**config.mk**
```make
export PLATFORM = sky130hd
export DESIGN_NAME = matrix_alu_param
export DESIGN_NICKNAME = d
export VERILOG_FILES = /design/src/rtl/matrix_alu_param.sv
export SDC_FILE = /design/constraint.sdc
export NUM_CORES = 2
export LEC_CHECK = 0
export CAP_MARGIN = 10
export CORE_ASPECT_RATIO = 1.75
export CORE_MARGIN = 2
export CORE_UTILIZATION = 40
export DETAILED_ROUTE_END_ITERATION = 10
export SYNTH_ARGS = -nofsm -noshare
export SYNTH_HDL_FRONTEND = slang
export SYNTH_SLANG_ARGS = --single-unit
```
**constraint.sdc**
```tcl
create_clock -name clk -period 10.8 [get_ports clk]
set_clock_uncertainty 0.2 [all_clocks]
set_input_delay 2.16 -clock clk [delete_from_list [all_inputs] [get_ports clk]]
set_output_delay 2.16 -clock clk [all_outputs]
set_load 0.01 [all_outputs]
```
**src/rtl/matrix_alu_param.sv**
```systemverilog
// matrix_alu_param
//   Parametrised matrix ALU. Reads operand matrices from a combinational-read
//   slot memory, computes ADD/SUB/MUL/SCA/TRA/HAD and writes the result
//   elements plus result dimensions to a selectable destination slot.
// Ports:
//   clk, rst_n                  clock, asynchronous active-low reset
//   start, opcode               request (sampled in IDLE) and operation
//   src_a, src_b, dst           operand slots and result slot
//   scalar_val, sat_en          SCA scalar; clamp (1) or wrap (0) results
//   busy, done, error           handshake: busy window, success pulse, held error
//   err_code, ovf               01 dim mismatch, 10 illegal/zero dim, 11 alias; sticky overflow
//   mem_rd_*                    combinational read address, read data and slot dims
//   mem_wr_*                    registered element write port (one strobe per element)
//   mem_res_m/n, mem_dim_we     registered result dims with one-cycle strobe
module matrix_alu_param #(
    parameter int DW     = 16,
    parameter int DIM_W  = 3,
    parameter int SLOT_W = 2,
    parameter int ACC_W  = 2*DW + DIM_W
) (
    input  logic              clk,
    input  logic              rst_n,
    input  logic              start,
    input  logic [2:0]        opcode,
    input  logic [SLOT_W-1:0] src_a,
    input  logic [SLOT_W-1:0] src_b,
    input  logic [SLOT_W-1:0] dst,
    input  logic [DW-1:0]     scalar_val,
    input  logic              sat_en,
    output logic              busy,
    output logic              done,
    output logic              error,
    output logic [1:0]        err_code,
    output logic              ovf,
    output logic [SLOT_W-1:0] mem_rd_slot,
    output logic [DIM_W-1:0]  mem_rd_row,
    output logic [DIM_W-1:0]  mem_rd_col,
    input  logic [DW-1:0]     mem_rd_data,
    input  logic [DIM_W-1:0]  mem_cur_m,
    input  logic [DIM_W-1:0]  mem_cur_n,
    output logic [SLOT_W-1:0] mem_wr_slot,
    output logic [DIM_W-1:0]  mem_wr_row,
    output logic [DIM_W-1:0]  mem_wr_col,
    output logic [DW-1:0]     mem_wr_data,
    output logic              mem_wr_we,
    output logic [DIM_W-1:0]  mem_res_m,
    output logic [DIM_W-1:0]  mem_res_n,
    output logic              mem_dim_we
);

    typedef enum logic [3:0] {
        S_IDLE, S_DIM_A, S_DIM_B, S_CHECK, S_INIT,
        S_RD_A, S_RD_B, S_MAC, S_WRITE, S_DONE, S_ERROR
    } state_t;

    typedef enum logic [2:0] {
        OP_ADD = 3'd0, OP_SUB = 3'd1, OP_MUL = 3'd2,
        OP_SCA = 3'd3, OP_TRA = 3'd4, OP_HAD = 3'd5
    } op_t;

    localparam logic signed [ACC_W-1:0] MAXV = {{(ACC_W-DW+1){1'b0}}, {(DW-1){1'b1}}};
    localparam logic signed [ACC_W-1:0] MINV = {{(ACC_W-DW+1){1'b1}}, {(DW-1){1'b0}}};
    localparam logic [DIM_W-1:0]        ONE  = DIM_W'(1);

    state_t                   state;
    logic [2:0]               op_q;
    logic [SLOT_W-1:0]        src_a_q, src_b_q, dst_q;
    logic [DW-1:0]            scal_q;
    logic                     sat_q;
    logic [DIM_W-1:0]         ma, na, mb, nb;
    logic [DIM_W-1:0]         i, j, k;
    logic signed [ACC_W-1:0]  a_q, acc;

    logic signed [ACC_W-1:0]  rd_ext, scal_ext;
    logic                     uses_b, elem_op;
    logic [DIM_W-1:0]         rm, rn;
    logic [1:0]               chk_code;
    logic                     ovf_now;
    logic [DW-1:0]            res_data;

    assign rd_ext      = {{(ACC_W-DW){mem_rd_data[DW-1]}}, mem_rd_data};
    assign scal_ext    = {{(ACC_W-DW){scal_q[DW-1]}}, scal_q};
    assign mem_wr_slot = dst_q;

    assign elem_op = (op_q == OP_ADD) || (op_q == OP_SUB) || (op_q == OP_HAD);
    assign uses_b  = elem_op || (op_q == OP_MUL);

    always_comb begin
        rm = ma;
        rn = na;
        if (op_q == OP_MUL) begin
            rn = nb;
        end else if (op_q == OP_TRA) begin
            rm = na;
            rn = ma;
        end
    end

    // Error classes are checked in priority order; the first hit wins.
    always_comb begin
        chk_code = 2'b00;
        if (op_q > OP_HAD || ma == '0 || na == '0 || (uses_b && (mb == '0 || nb == '0)))
            chk_code = 2'b10;
        else if ((elem_op && (ma != mb || na != nb)) || (op_q == OP_MUL && na != mb))
            chk_code = 2'b01;
        else if (dst_q == src_a_q || (uses_b && dst_q == src_b_q))
            chk_code = 2'b11;
    end

    always_comb begin
        ovf_now  = (acc > MAXV) || (acc < MINV);
        res_data = acc[DW-1:0];
        if (ovf_now && sat_q)
            res_data = (acc > MAXV) ? MAXV[DW-1:0] : MINV[DW-1:0];
    end

    always_comb begin
        mem_rd_slot = '0;
        mem_rd_row  = '0;
        mem_rd_col  = '0;
        case (state)
            S_DIM_A: mem_rd_slot = src_a_q;
            S_DIM_B: mem_rd_slot = src_b_q;
            S_RD_A: begin
                mem_rd_slot = src_a_q;
                if (op_q == OP_TRA) begin
                    mem_rd_row = j;
                    mem_rd_col = i;
                end else if (op_q == OP_MUL) begin
                    mem_rd_row = i;
                    mem_rd_col = k;
                end else begin
                    mem_rd_row = i;
                    mem_rd_col = j;
                end
            end
            S_RD_B: begin
                mem_rd_slot = src_b_q;
                mem_rd_row  = i;
                mem_rd_col  = j;
            end
            S_MAC: begin
                mem_rd_slot = src_b_q;
                mem_rd_row  = k;
                mem_rd_col  = j;
            end
            default: ;
        endcase
    end

    always_ff @(posedge clk or negedge rst_n) begin
        if (!rst_n) begin
            state       <= S_IDLE;
            op_q        <= '0;
            src_a_q     <= '0;
            src_b_q     <= '0;
            dst_q       <= '0;
            scal_q      <= '0;
            sat_q       <= 1'b0;
            ma          <= '0;
            na          <= '0;
            mb          <= '0;
            nb          <= '0;
            i           <= '0;
            j           <= '0;
            k           <= '0;
            a_q         <= '0;
            acc         <= '0;
            busy        <= 1'b0;
            done        <= 1'b0;
            error       <= 1'b0;
            err_code    <= '0;
            ovf         <= 1'b0;
            mem_wr_row  <= '0;
            mem_wr_col  <= '0;
            mem_wr_data <= '0;
            mem_wr_we   <= 1'b0;
            mem_res_m   <= '0;
            mem_res_n   <= '0;
            mem_dim_we  <= 1'b0;
        end else begin
            done       <= 1'b0;
            mem_wr_we  <= 1'b0;
            mem_dim_we <= 1'b0;
            case (state)
                S_IDLE: begin
                    if (start) begin
                        op_q     <= opcode;
                        src_a_q  <= src_a;
                        src_b_q  <= src_b;
                        dst_q    <= dst;
                        scal_q   <= scalar_val;
                        sat_q    <= sat_en;
                        error    <= 1'b0;
                        err_code <= '0;
                        ovf      <= 1'b0;
                        busy     <= 1'b1;
                        state    <= S_DIM_A;
                    end
                end
                S_DIM_A: begin
                    ma    <= mem_cur_m;
                    na    <= mem_cur_n;
                    state <= S_DIM_B;
                end
                S_DIM_B: begin
                    mb    <= mem_cur_m;
                    nb    <= mem_cur_n;
                    state <= S_CHECK;
                end
                S_CHECK: begin
                    if (chk_code != 2'b00) begin
                        error    <= 1'b1;
                        err_code <= chk_code;
                        state    <= S_ERROR;
                    end else begin
                        state <= S_INIT;
                    end
                end
                S_INIT: begin
                    mem_res_m  <= rm;
                    mem_res_n  <= rn;
                    mem_dim_we <= 1'b1;
                    i          <= '0;
                    j          <= '0;
                    k          <= '0;
                    acc        <= '0;
                    state      <= S_RD_A;
                end
                S_RD_A: begin
                    case (op_q)
                        OP_MUL: begin
                            a_q   <= rd_ext;
                            state <= S_MAC;
                        end
                        OP_SCA: begin
                            acc   <= rd_ext * scal_ext;
                            state <= S_WRITE;
                        end
                        OP_TRA: begin
                            acc   <= rd_ext;
                            state <= S_WRITE;
                        end
                        default: begin
                            a_q   <= rd_ext;
                            state <= S_RD_B;
                        end
                    endcase
                end
                S_RD_B: begin
                    case (op_q)
                        OP_SUB:  acc <= a_q - rd_ext;
                        OP_HAD:  acc <= a_q * rd_ext;
                        default: acc <= a_q + rd_ext;
                    endcase
                    state <= S_WRITE;
                end
                S_MAC: begin
                    acc <= acc + a_q * rd_ext;
                    if (k == na - ONE) begin
                        k     <= '0;
                        state <= S_WRITE;
                    end else begin
                        k     <= k + ONE;
                        state <= S_RD_A;
                    end
                end
                S_WRITE: begin
                    mem_wr_row  <= i;
                    mem_wr_col  <= j;
                    mem_wr_data <= res_data;
                    mem_wr_we   <= 1'b1;
                    ovf         <= ovf | ovf_now;
                    acc         <= '0;
                    state       <= S_RD_A;
                    if (j == rn - ONE) begin
                        j <= '0;
                        if (i == rm - ONE) begin
                            i     <= '0;
                            done  <= 1'b1;
                            state <= S_DONE;
                        end else begin
                            i <= i + ONE;
                        end
                    end else begin
                        j <= j + ONE;
                    end
                end
                S_DONE: begin
                    busy  <= 1'b0;
                    state <= S_IDLE;
                end
                S_ERROR: begin
                    busy  <= 1'b0;
                    state <= S_IDLE;
                end
                default: state <= S_IDLE;
            endcase
        end
    end

endmodule
```
-- Yosys cells after proc, flatten, opt, wreduce, memory -nomap -nowiden
Cells that the tools add are included.
- register bits: 138
- latch bits: 0
- RAM bits: 0
- bits in read-only memories: 0
- input port bits: 51
- output and inout bits: 46
- logic and storage cells: 159
- memories: 0
- add/sub/neg operators: 9
- multipliers: 2
- div/mod/pow operators: 0
- $lt $le $gt $ge: 3
- equal/unequal tests: 27
- shift operators: 0
- mux-type cells: 46
- bitwise gates (word level): 2
- reductions and logical operators: 42
- operators with widths (operator ; count):
    $pmux W35 S2 ; 2
    $pmux W35 S4 ; 1
    $mul A16 B16 Y32 ; 2
    $pmux W4 S9 ; 1
    $add A35 B32 Y35 ; 1
    $gt A35 B16 Y1 const B ; 1
    $lt A35 B16 Y1 const B ; 1
    $mux W3 ; 11
    $mux W16 ; 2
    $pmux W3 S2 ; 4
    $mux W4 ; 5
    $add A16 B16 Y17 ; 1
    $sub A16 B16 Y17 ; 1
    $eq A4 B3 Y1 const B ; 4
    $logic_not A3 Y1 ; 5
    $eq A4 B4 Y1 const B ; 3
    $reduce_and A2 Y1 ; 6
    $reduce_bool A2 Y1 ; 6
    $logic_or A1 B1 Y1 ; 11
    $mux W2 ; 5
    $reduce_or A2 Y1 ; 5
    $add A3 B1 Y3 const B ; 3
    $eq A3 B3 Y1 ; 3
    $ne A3 B3 Y1 ; 3
    other kinds (22) ; 44

-- Depth between registers and ports, before layout
- word-level depth: 12
- gate-level depth with buffers: 34
- gate-level depth less buffers: 33

-- Worst setup path before layout
OpenSTA, ideal clock, no wires.
- kind: input to register
- start point: input mem_rd_data[1]
- end point: register acc[33]
- setup time: 0.127 ns
- arrival time: 9.561 ns
- data required time: 10.473 ns
- slack: 0.912 ns
- stages on the path: 32
- path buffers: 2
- cell sequence: clkbuf_1 clkbuf_1 nand2_1 fa_1 fa_1 fa_1 inv_1 fa_1 fa_1 inv_1 fa_1 inv_1 ha_1 a21o_1 a21o_1 a21o_1 or3_1 o21ai_0 o21ai_1 a31oi_1 xnor2_1 ha_1 a21o_1 a21o_1 a21oi_1 o21ai_0 nand3_1 nand2_1 o311a_1 o41ai_1 mux2i_1 a21oi_1
- word-level cells in the longest chain between the ends: 3
- elaborated cells on any way between the ends: 8
- classes of those cells: 3 x add/sub; 2 x mul; 3 x mux
- RTL lines (item ; line ; text):
    start, declared ; 38 ; input logic [DW-1:0] mem_rd_data,
    $mul A16 B16 Y32, or another cell as far along ; 253, 259 ;
    $add A35 B32 Y35, or another cell as far along ; 259 ; acc <= acc + a_q * rd_ext;
    $pmux W35 S4 * ; 185 ; case (state)
    end signal, assigned ; 253 ; OP_HAD: acc <= a_q * rd_ext;
    end signal, assigned ; 254 ; default: acc <= a_q + rd_ext;
    end signal, assigned ; 259 ;
    end, declared ; 72 ; logic signed [ACC_W-1:0] a_q, acc;
Mark *: on every way between the ends. The rest lies on a longest branch, timed or not.
A chain may end at the register's enable or synchronous reset.

-- Final worst setup path
- start point: input mem_rd_data[2]
- end point: register acc[34]
The elaborated chain is that of the path after synthesis.

==> results.tsv <==
metric	value	unit
Cell variety after synth	87	
RSZ-0062 raised after global routing	false	
syn nets	4236	
DR vias	24200	
Max Cap Violations	0	
Sum Neg Setup Slack	0	ps
Worst Path Required	10920	ps
Layout area overhead	9.63	%
DPL Wire Length	81.9	mm
Tcrit/Tclk final	95.3	%
fin crit period	10290	ps
first-pass GRT wire length	152	mm
measured slew at the worst slew-check pin	1100	ps
Buffers on Ports	96	
DRT antenna net count	0	
slowest stage delay, CP	720	ps
FF+latch count, synth	138	
CORE AREA	74000	um2
# rows	132	
most frequent cells in the layout	inv_1, fa_1, nand2_1, ha_1, and2_1	
clock-pin slew on the worst setup and hold paths	60	ps
most frequent cell on the critical path	fa_1	
GRT Resource Usage Total	26.4	%
Die Area	77000	um2
IO Pins	97	
Filler cells	7388	
Clock Sinks	138	
latest clock arrival within the worst-skew pair	470	ps
WL/cell	22.2	um
Post-synth EDFFs	0	
vias per inst	5.47	
Final #Nets	4294	
CTS root buf	clkbuf_16	
final hold vios	0	
commonest non-fill, non-tap cell in the layout	inv_1	
Max Clock Freq	97.2	MHz
post-synthesis sequential area ratio	11.6	%
largest net degree at the start of global routing	73	
final wirelength	98.3	mm
number of CTS-inserted buffers	17	
CTS tree	yes	
Syn. warnings	0	
Post-Syn Area	29900	um2
DRC	0	
status	finished clean	
vias in the first global route	26200	
syn avg cell area	8.74	um2
Top FF cell, synth	dfrtp_1	
Worst Path Max Fanout	10	
Slew HR	26.3	%
DRT Pass-1 Iters	5	
post-synthesis cell count	3419	
Die Width	211	um
Initial DRC Count	1508	
share of cells above drive strength 1	5.70	%
Slew Limit Fails	0	
total gr overflow	0	
initial antenna violation count	4	
Async S/R FF share, synth	100	%
Crit. End Element	flip-flop	
Max Root-Sink Buffers	2	
CP max-delay cell	clkdlybuf4s50_1	
# setup viols final	0	
Crit Path Class	input pin to flip-flop	
Hold Buf Count CTS	0	
Hold Worst Slack	277	ps
Max H-tree Level	4	
initial core utilization	40.4	%
crit path DAT	10410	ps
worst hold path class	flip-flop to flip-flop	
die height	366	um
Final GP Congestion	0.972	
Critical Path Source Type	input pin	
[synthesized netlist by cell type, types with 11 or more instances]
master | number | area [um2]
nand2b_1 | 30 | 188
a21oi_1 | 140 | 701
a31oi_1 | 19 | 119
fa_1 | 527 | 10600
and2_1 | 196 | 1230
mux2_2 | 38 | 428
nand2_1 | 428 | 1610
a211oi_1 | 28 | 210
nor2b_1 | 18 | 113
o21a_1 | 22 | 165
o221ai_1 | 13 | 114
nor2_1 | 188 | 706
xor2_1 | 37 | 324
dfrtp_1 | 138 | 3450
a221oi_1 | 16 | 140
o21bai_1 | 13 | 97.6
inv_1 | 636 | 2390
xnor2_1 | 83 | 727
o31ai_1 | 11 | 82.6
o22ai_1 | 19 | 119
clkbuf_1 | 141 | 529
and3_1 | 13 | 81.3
nor3_1 | 36 | 180
mux2i_1 | 13 | 130
ha_1 | 239 | 2990
o21ai_0 | 139 | 696
o211ai_1 | 14 | 105
nand3_1 | 40 | 200
or3_1 | 20 | 125
a21o_1 | 34 | 255
[final timing paths]
check / from / to / slack [ps] / depth (start not counted)
worst max-delay path: mem_rd_data[2] / acc[34] / 510 / 31
worst min-delay path: mem_wr_row[0] / mem_wr_row[0] / 280 / 2
worst max register to register: a_q[6] / acc[34] / 2010 / 31
worst min register to register: mem_wr_row[0] / mem_wr_row[0] / 280 / 2
max in group asynchronous: rst_n / acc[20] / 7390 / 2
min in group asynchronous: rst_n / scal_q[2] / 1500 / 1
[worst max-delay path: cells and delay by family]
kind | cells | cell delay [ps]
AND/OR/NAND/NOR | 4 | 520
XOR/XNOR | 1 | 190
AO/OA/AOI/OAI | 12 | 2600
buffers and inverters | 6 | 1280
adder cells (fa/ha/maj) | 8 | 3640
[flip-flops by register name (all words and copies together), names as in the netlist, 4 cells and up]
name and count:
a_q 16, acc 35, scal_q 16, state 4
mem_wr_data 16
[repair_timing]
action / CTS / global route
buffers inserted: 0 / 0
endpoints found under the hold margin: 0 / 0
resized for setup: 0 / 1
endpoints found under the setup margin: 0 / 1
[metrics by stage]
step / cell area (um2) / setup slack [ps] / instances / util, %
4_1_cts: 32700 / 494 / 4428 / 44.2
5_1_grt: 32700 / 43.6 / 4429 / 44.3
3_3_place_gp: 32200 / 143 / 4396 / 43.5
3_5_place_dp: 32200 / 24.8 / 4396 / 43.5
6_report: 32800 / 509 / 4430 / 44.3
2_1_floorplan: 29900 / 912 / 3419 / -
[final cells by class]
cell class | instances | area, um2 | area share, %
diodes | 2 | 5.00 | 0.0153
flip-flops and latches | 138 | 3450 | 10.5
multi-input cells | 2495 | 23500 | 71.7
well taps | 938 | 1170 | 3.58
clock buffers | 17 | 425 | 1.30
clock inverters | 15 | 159 | 0.485
repair buffers | 187 | 1660 | 5.06
inverters | 638 | 2390 | 7.31
[cell families (layout without fill, tap and decap cells)]
logic type               after synthesis  after routing  share of synthesized area, %
AND/OR/NAND/NOR                     1014           1014                          15.9
buffers and inverters                786            857                          9.91
adder cells (fa/ha/maj)              766            766                          45.3
AO/OA/AOI/OAI                        544            544                          11.9
flip-flops                           138            138                          11.6
XOR/XNOR                             120            120                          3.52
multiplexers                          51             51                          1.87
other                                  0              2                             0
[layer usage]
layer	part of all wire (%)	wire length [um]	vias up	GRT usage (%)
met3	3.7	3630	323	2.71
met5	0.011	11	-	0
met4	8.7	8580	2	19.8
met1	33	32900	12300	26.5
met2	54	53200	731	50.1
li1	-	-	10900	-
Power is not shown: default switching activity piles up to over one toggle a cycle in this logic, so the estimate is an artifact.
